## config.mk

```make
export PLATFORM = sky130hd
export DESIGN_NAME = cache_mem_arbiter
export DESIGN_NICKNAME = d
export VERILOG_FILES = /design/src/rtl/cpu_types_pkg.sv /design/src/rtl/cache_mem_arbiter_rr_pick.sv /design/src/rtl/cache_mem_arbiter.sv
export SDC_FILE = /design/constraint.sdc
export NUM_CORES = 1
export LEC_CHECK = 0
export ABC_AREA = 1
export CAP_MARGIN = 20
export CORE_AREA = 2 2 167 169
export CTS_CLUSTER_DIAMETER = 40
export CTS_CLUSTER_SIZE = 20
export DETAILED_ROUTE_END_ITERATION = 6
export DIE_AREA = 0 0 169 171
export GPL_TIMING_DRIVEN = 0
export PLACE_DENSITY = 0.42
export SLEW_MARGIN = 0
export SYNTH_ARGS = -nofsm -noshare
export SYNTH_HDL_FRONTEND = slang
export SYNTH_SLANG_ARGS = --single-unit
export TNS_END_PERCENT = 1
```

## constraint.sdc

```tcl
create_clock -name CLK -period 2.05 [get_ports CLK]
set_clock_uncertainty 0.15 [all_clocks]
set_input_delay 0.41 -clock CLK [delete_from_list [all_inputs] [get_ports CLK]]
set_output_delay 0.41 -clock CLK [all_outputs]
set_load 0.005 [all_outputs]
```

## src/rtl/cpu_types_pkg.sv

```systemverilog
// Shared CPU-side types: RAM word and status encoding, plus the arbiter's
// state and requester-class enums.
package cpu_types_pkg;

  typedef logic [31:0] word_t;

  typedef enum logic [1:0] {
    FREE   = 2'b00,
    BUSY   = 2'b01,
    ACCESS = 2'b10,
    ERROR  = 2'b11
  } ramstate_t;

  typedef enum logic {
    IDLE  = 1'b0,
    SERVE = 1'b1
  } arb_state_t;

  typedef enum logic {
    ICLASS = 1'b0,
    DCLASS = 1'b1
  } arb_class_t;

  // Width of a core index; a single core still needs one bit.
  function automatic int idx_width(input int n);
    return (n > 1) ? $clog2(n) : 1;
  endfunction

endpackage

```

## src/rtl/cache_mem_arbiter_rr_pick.sv

```systemverilog
// Combinational round-robin picker: first set request bit scanning upward
// from last+1, wrapping modulo CPUS.
module rr_pick
  import cpu_types_pkg::*;
#(
  parameter  int CPUS = 2,
  localparam int IW   = idx_width(CPUS)
) (
  input  logic [CPUS-1:0] req,
  input  logic [IW-1:0]   last,
  output logic            valid,
  output logic [IW-1:0]   idx
);

  logic [IW-1:0] pos;

  // Scan from the farthest offset down so the nearest requester is written last.
  always_comb begin
    valid = 1'b0;
    idx   = '0;
    pos   = '0;
    for (int k = CPUS; k >= 1; k--) begin
      pos = IW'((int'(last) + k) % CPUS);
      if (req[pos]) begin
        valid = 1'b1;
        idx   = pos;
      end
    end
  end

endmodule

```

## src/rtl/cache_mem_arbiter.sv

```systemverilog
// Shares one RAM port between all icaches and dcaches: dcache before icache,
// round-robin between cores, with a starvation cap guaranteeing fetch progress.
module cache_mem_arbiter
  import cpu_types_pkg::*;
#(
  parameter int CPUS        = 2,
  parameter int ISTARVE_MAX = 4
) (
  input  logic                 CLK,
  input  logic                 nRST,
  input  logic [CPUS-1:0]      iREN,
  input  word_t [CPUS-1:0]     iaddr,
  input  logic [CPUS-1:0]      dREN,
  input  logic [CPUS-1:0]      dWEN,
  input  word_t [CPUS-1:0]     daddr,
  input  word_t [CPUS-1:0]     dstore,
  output logic [CPUS-1:0]      iwait,
  output logic [CPUS-1:0]      dwait,
  output word_t [CPUS-1:0]     iload,
  output word_t [CPUS-1:0]     dload,
  output logic                 ramREN,
  output logic                 ramWEN,
  output word_t                ramaddr,
  output word_t                ramstore,
  input  word_t                ramload,
  input  ramstate_t            ramstate
);

  localparam int            IW        = idx_width(CPUS);
  localparam int            SW        = $clog2(ISTARVE_MAX + 1);
  localparam logic [SW-1:0] SMAX      = SW'(ISTARVE_MAX);
  localparam logic [IW-1:0] LAST_INIT = IW'(CPUS - 1);

  arb_state_t    state_reg;
  arb_class_t    grant_class_reg;
  logic [IW-1:0] grant_core_reg;
  logic [IW-1:0] rr_last_reg;
  logic [SW-1:0] starve_cnt_reg;

  logic [CPUS-1:0] dreq;
  logic            any_i, any_d;
  logic [IW-1:0]   ipick_idx, dpick_idx;
  arb_class_t      sel_class;
  logic [IW-1:0]   sel_core;
  logic            g_i_ren, g_d_ren, g_d_wen, g_active;
  logic            serving, ack;

  assign dreq = dREN | dWEN;

  rr_pick #(.CPUS(CPUS)) u_ipick (
    .req   (iREN),
    .last  (rr_last_reg),
    .valid (any_i),
    .idx   (ipick_idx)
  );

  rr_pick #(.CPUS(CPUS)) u_dpick (
    .req   (dreq),
    .last  (rr_last_reg),
    .valid (any_d),
    .idx   (dpick_idx)
  );

  always_comb begin
    if (starve_cnt_reg == SMAX && any_i) begin
      sel_class = ICLASS;
    end else if (any_d) begin
      sel_class = DCLASS;
    end else begin
      sel_class = ICLASS;
    end
    sel_core = (sel_class == DCLASS) ? dpick_idx : ipick_idx;
  end

  // Live view of the granted requester; a dropped request aborts the transfer.
  assign g_i_ren  = iREN[grant_core_reg];
  assign g_d_ren  = dREN[grant_core_reg];
  assign g_d_wen  = dWEN[grant_core_reg];
  assign g_active = (grant_class_reg == ICLASS) ? g_i_ren : (g_d_ren | g_d_wen);
  assign serving  = (state_reg == SERVE);
  assign ack      = serving && g_active && (ramstate == ACCESS);

  always_ff @(posedge CLK or negedge nRST) begin
    if (!nRST) begin
      state_reg       <= IDLE;
      grant_class_reg <= ICLASS;
      grant_core_reg  <= '0;
      rr_last_reg     <= LAST_INIT;
      starve_cnt_reg  <= '0;
    end else begin
      case (state_reg)
        IDLE: begin
          if (any_i || any_d) begin
            state_reg       <= SERVE;
            grant_class_reg <= sel_class;
            grant_core_reg  <= sel_core;
          end
        end
        SERVE: begin
          if (!g_active) begin
            state_reg <= IDLE;
          end else if (ramstate == ACCESS) begin
            state_reg   <= IDLE;
            rr_last_reg <= grant_core_reg;
            if (grant_class_reg == ICLASS) begin
              starve_cnt_reg <= '0;
            end else if (any_i) begin
              starve_cnt_reg <= (starve_cnt_reg == SMAX) ? SMAX : starve_cnt_reg + 1'b1;
            end else begin
              starve_cnt_reg <= '0;
            end
          end
        end
        default: state_reg <= IDLE;
      endcase
    end
  end

  // RAM drive and waits decode from the latched grant, so reset clears them at once.
  always_comb begin
    ramREN   = 1'b0;
    ramWEN   = 1'b0;
    ramaddr  = '0;
    ramstore = '0;
    iwait    = '1;
    dwait    = '1;
    if (serving) begin
      if (grant_class_reg == ICLASS) begin
        ramREN                = g_i_ren;
        ramaddr               = iaddr[grant_core_reg];
        iwait[grant_core_reg] = ~ack;
      end else begin
        ramWEN  = g_d_wen;
        ramREN  = g_d_ren & ~g_d_wen;
        ramaddr = daddr[grant_core_reg];
        if (g_d_wen) begin
          ramstore = dstore[grant_core_reg];
        end
        dwait[grant_core_reg] = ~ack;
      end
    end
  end

  for (genvar gi = 0; gi < CPUS; gi++) begin : g_load
    assign iload[gi] = ramload;
    assign dload[gi] = ramload;
  end

endmodule

```

Yosys cells after proc, flatten, opt, wreduce, memory -nomap -nowiden
Cells that the tools add are included.

storage, ports and cells
  bits in registers = 7
  input port bits = 234
  output and inout bits = 198
  word-level logic and storage cells = 83

cells by class
  $add $sub $neg = 3
  order comparisons = 4
  equality and inequality tests = 2
  muxes and demuxes = 54
  bitwise logic cells = 8
  reduce and logical (&&, ||, !) cells = 7

operator list
  operator                                                   number
  two-way mux 32 bit                                         11
  two-way mux 1 bit                                          34
  two-way mux 3 bit                                          3
  two-way mux 2 bit                                          4
  < comparator 1 x 2 -> 1 bit (second input constant)        3
  logical AND 1 bit                                          4
  bitwise OR 2 bit                                           2
  adder 3 x 1 -> 3 bit (second input constant)               1
  equality test 3 bit (second input constant)                1
  inverter 1 bit                                             3
  AND reduction 3 bit                                        1
  adder 1 bit (second input constant)                        2
  equality test 2 bit (second input constant)                1
  inverter 2 bit                                             1
  case mux 1 bit (2 select lines)                            1
  AND reduction 2 bit                                        1
  bitwise AND 1 bit                                          1
  demux 1 bit (select 1 bit)                                 1
  greater-or-equal comparator 1 bit (second input constant)  1
  logical OR 1 bit                                           1
  bitwise OR 1 bit                                           1

Depth between registers and ports, before layout
Gate-level depths: netlist of run 1.

  word-level depth = 10
  mapped depth = 9
  gate-level depth less buffers = 9

By module
A second synthesis of run 1 with hierarchy kept.

unflattened totals
  cells, all modules = 535
  area, all modules = 3145.5 µm²

modules (own cells, without submodules)
  module             times used  cells an instance  area an instance (µm²)  seq. area each (µm²)
  cache_mem_arbiter  1           529                3115.5                  176.4
  rr_pick            2           3                  15.0                    0.0

Worst setup path before layout of run 1
Ideal clock, no wire load.

  kind = register -> output
  start = register grant_core_reg
  end = output port ramstore[10]
  arrival time = 1.086 ns
  data required time = 1.490 ns
  path slack = 0.404 ns
  cell stages (with the launch flop) = 8
  buffers on the path = 4
  cell sequence = dfrtp_1 -> buf_6 -> inv_4 -> buf_6 -> buf_6 -> buf_4 -> nand2_1 -> a21oi_2

between the ends
  cells in the longest elaborated chain, start to end = 5
  elaborated cells between the ends (all ways) = 7
  classes of those cells = 7 x mux

ends and longest elaborated chain
  what                                                                                               RTL line                                           RTL
  from (decl)                                                                                        cache_mem_arbiter.sv:36                            logic [IW-1:0] grant_core_reg;
  from (signal assigned)                                                                             cache_mem_arbiter.sv:96                            grant_core_reg <= sel_core;
  two-way mux 32 bit (implied by the code) / two-way mux 1 bit (equally long branches) (2 in a row)  cache_mem_arbiter.sv:137, cache_mem_arbiter.sv:78
  two-way mux 32 bit *                                                                               cache_mem_arbiter.sv:136                           if (g_d_wen) begin
  two-way mux 32 bit *                                                                               cache_mem_arbiter.sv:128                           if (grant_class_reg == ICLASS) begin
  two-way mux 32 bit *                                                                               cache_mem_arbiter.sv:127                           if (serving) begin
  to (decl)                                                                                          cache_mem_arbiter.sv:24                            output word_t ramstore,

Every way passes the cells marked *; elsewhere a longest branch is shown, timed or not. The select of a mux whose other input is x is not followed.

Worst setup path after layout of run 1
  start = register grant_core_reg
  end = output port ramstore[0]

Same word-level chain as after synthesis.

==> insert_results.sql, run 1 <==
INSERT INTO impl_metrics (metric_group, metric, value, unit) VALUES
('status', 'status', 'finished, violations left', ''),
('status', 'failing_checks', 'setup timing', ''),
('critical_path', 'worst_ep_arrival_time', '1650', 'ps'),
('detailed_routing', 'route.top_layer_used', 'met5', ''),
('clock_network', 'insertion_delay', '230', 'ps'),
('floorplan', 'standard_cell_row_count', '61', ''),
('floorplan', 'floorplan.initialDensity', '11.8', '%'),
('timing', 'tightest_slew', '453', 'ps'),
('critical_path', 'worst_r2r_endpoint', 'starve_cnt_reg[0]', ''),
('critical_path', 'rr_startpoint', 'grant_core_reg', ''),
('synth', 'synth_area_per_cell', '5.95', 'um^2'),
('synth', 'yosys.area_share.xor_xnor', '0', '%'),
('floorplan', 'overall_die_height', '171', 'um'),
('detailed_routing', 'finalWirelength', '20700', 'um'),
('floorplan', 'floorplan.core_area', '0.0273', 'mm^2'),
('timing', 'final_max_slew_viol_count', '0', ''),
('critical_path', 'critical_path_class', 'register to output pin', ''),
('timing', 'timing.final.ws_setup', '-165', 'ps'),
('final_layout', 'n_fill_cell', '2966', ''),
('critical_path', 'crit_buf_inv', '6', ''),
('critical_path', 'timing.critical_path.slowest_cell_delay', '360', 'ps'),
('min_path', 'hold_path.class', 'primary input to asynchronous set/reset pin', ''),
('clock_network', 'cts_root_buffer', 'clkbuf_16', ''),
('timing', 'slew_headroom', '69.5', '%'),
('timing', 'maxClockFrequency', '452', 'MHz'),
('timing', 'final_period_minus_worst_setup_slack', '2210', 'ps'),
('synth', 'synth.cell_area', '0.00322', 'mm^2'),
('flow_run', 'max-cap-violations', '0', ''),
('critical_path', 'ff_to_ff_setup_slack', '290', 'ps'),
('detailed_routing', 'initial_drc_count', '140', ''),
('synth', 'yosysWarningCount', '0', ''),
('place', 'place_ws', '-870', 'ps'),
('place', 'post-dp-hpwl', '17200', 'um'),
('detailed_routing', 'detail_route.drc_violations', '0', ''),
('timing', 'timing.final.setup_violations', '65', ''),
('synth', 'synth_top_cell_area_share', '31.7', '%'),
('clock_network', 'cts-root-to-sink-buffers', '2', ''),
('synth', 'synth_top_cells_by_area', 'buf_4 32%, nor2_1 13%, nand2_1 12%', ''),
('clock_network', 'tritoncts.num_buffers', '3', ''),
('power', 'totalPowerFinal', '7.20', 'mW'),
('floorplan', 'io_pins', '432', ''),
('critical_path', 'worstSetupStartpointType', 'register', ''),
('grt', 'maximum_number_of_pins_on_one_net_before_global_route_repair', '11', ''),
('synth', 'synthCells', '541', ''),
('detailed_routing', 'wire_per_inst', '15.8', 'um'),
('critical_path', 'cp_slowest_cell', 'dfrtp_1', ''),
('detailed_routing', 'detailroute.wirelength.met3', '1710', 'um'),
('synth', 'synth-edff-count', '0', ''),
('clock_network', 'cts.sinks', '7', ''),
('synth', 'combinational_family_with_the_most_area_after_synthesis', 'buffers and inverters', ''),
('clock_network', 'cts.clk_slew.worst_paths', '40', 'ps'),
('clock_network', 'cts_tree', 'yes', ''),
('critical_path', 'critPathRequiredTime', '1490', 'ps'),
('clock_network', 'cts_htree_levels', '1', ''),
('detailed_routing', 'met2RoutedLength', '10600', 'um'),
('grt', 'globalRouteOverflowTotal', '0', ''),
('critical_path', 'worst-path-max-fanout', '10', ''),
('critical_path', 'critical_path.cell_chain', 'buf_6, inv_4, buf_12, buf_12, buf_8, nand2_1, a21oi_2, clkdlybuf4s15_2', ''),
('synth', 'synthDistinctLibCells', '25', ''),
('detailed_routing', 'routed_via_density', '3.75', ''),
('final_layout', 'nets', '1198', ''),
('synth', 'dominantRegCellSynth', 'dfrtp_1', ''),
('floorplan', 'die-area', '0.0289', 'mm^2'),
('timing', 'grt_setup_unrepaired', 'yes', ''),
('synth', 'async_flop_share', '100', '%'),
('synth', 'synth-simple-area-share', '29.6', '%'),
('power', 'power-per-cell-area', '896', 'mW/mm^2'),
('grt', 'antenna_violations_before_repair', '3', ''),
('final_layout', 'utilization', '29.4', '%'),
('synth', 'synth_adder_area_share', '0.778', '%'),
('power', 'cellLeakagePower', '3.50', 'nW');
-- timing repair --
item                       4_1_cts  5_1_grt
cloned                           4        0
setup buffers                   14        0
hold buffers                     0        0
setup endpoints to repair       70       69
pin swaps                       15        8
gates resized for setup        366       21
hold endpoints to repair         0        0
-- layout make-up --
cell class              instances  area, um^2  share of cell area [%]
plain buffers                 160        1390                    17.3
clock buffers                   4        78.8                   0.981
inverters                      19        81.3                    1.01
multi-input cells             354        1920                    23.9
flip-flops and latches          7         178                    2.21
well taps                     346         433                    5.39
repair buffers                417        3960                    49.2
-- synthesized netlist by cell type, types with 7 or more instances --
cell type / instances
nor2_1: 115
buf_6: 12
a21oi_2: 30
o32ai_1: 18
o21ai_0: 29
nand3_1: 7
buf_2: 10
nand2_1: 99
o21ai_1: 21
a21oi_1: 18
inv_1: 15
buf_4: 136
-- power breakdown --
part	internal [mW]	switching, mW	leakage [nW]
clock	0.259	0.0749	0.0382
sequential	0.205	0.0550	0.0840
combinational	3.33	3.27	3.38
total	3.79	3.40	3.50
-- worst reg2reg max path, delay by kind of cell (launching register included) --
kind          cells  cell delay, ps
simple gates      6             420
flops             1             330
buf+inv           6             750
-- worst max path at each step --
| stage | from | to | slack [ps] | depth (start not counted) |
|---|---|---|---|---|
| floorplan | grant_core_reg | ramstore[10] | 400 | 7 |
| global placement | dWEN[0] | ramstore[27] | -870 | 9 |
| detailed placement | dWEN[0] | ramstore[27] | -870 | 9 |
| CTS | grant_core_reg | ramaddr[29] | -210 | 8 |
| global route | grant_core_reg | ramaddr[8] | -250 | 8 |
| finish | grant_core_reg | ramstore[0] | -160 | 8 |
-- through the flow --
step	std cells	cell area, um^2	setup TNS [ps]	hold slack [ps]
finish	1307	8040	-5250	306
global route	1307	8040	-11030	344
CTS	1307	7950	-7860	322
detailed placement	1286	7640	-39430	330
global placement	1286	7640	-39020	322
floorplan	541	3220	0	-35.6
-- logic make-up (layout without fill, tap and decap cells) --
kind of cell	after synthesis	in the layout
adders and majority gates	2	2
and+or+nand+nor	235	235
AOI/OAI and AO/OA	117	117
buffers and inverters	180	600
DFF	7	7
-- metal layers --
layer	vias to the layer above	GRT usage [%]
met2	268	25.1
li1	2465	-
met5	-	0
met1	2148	15.2
met4	2	1.41
met3	14	3.22
Note: power is estimated with default switching activity, not from simulation.
==> run 2: changes to the inputs <==
--- a/config.mk
+++ b/config.mk
@@ -14,7 +14,6 @@
 export DIE_AREA = 0 0 169 171
 export GPL_TIMING_DRIVEN = 0
 export PLACE_DENSITY = 0.42
-export SLEW_MARGIN = 0
 export SYNTH_ARGS = -nofsm -noshare
 export SYNTH_HDL_FRONTEND = slang
 export SYNTH_SLANG_ARGS = --single-unit
==> results of run 2 <==
The final DEF is identical to that of run 1; final timing and power are the same.
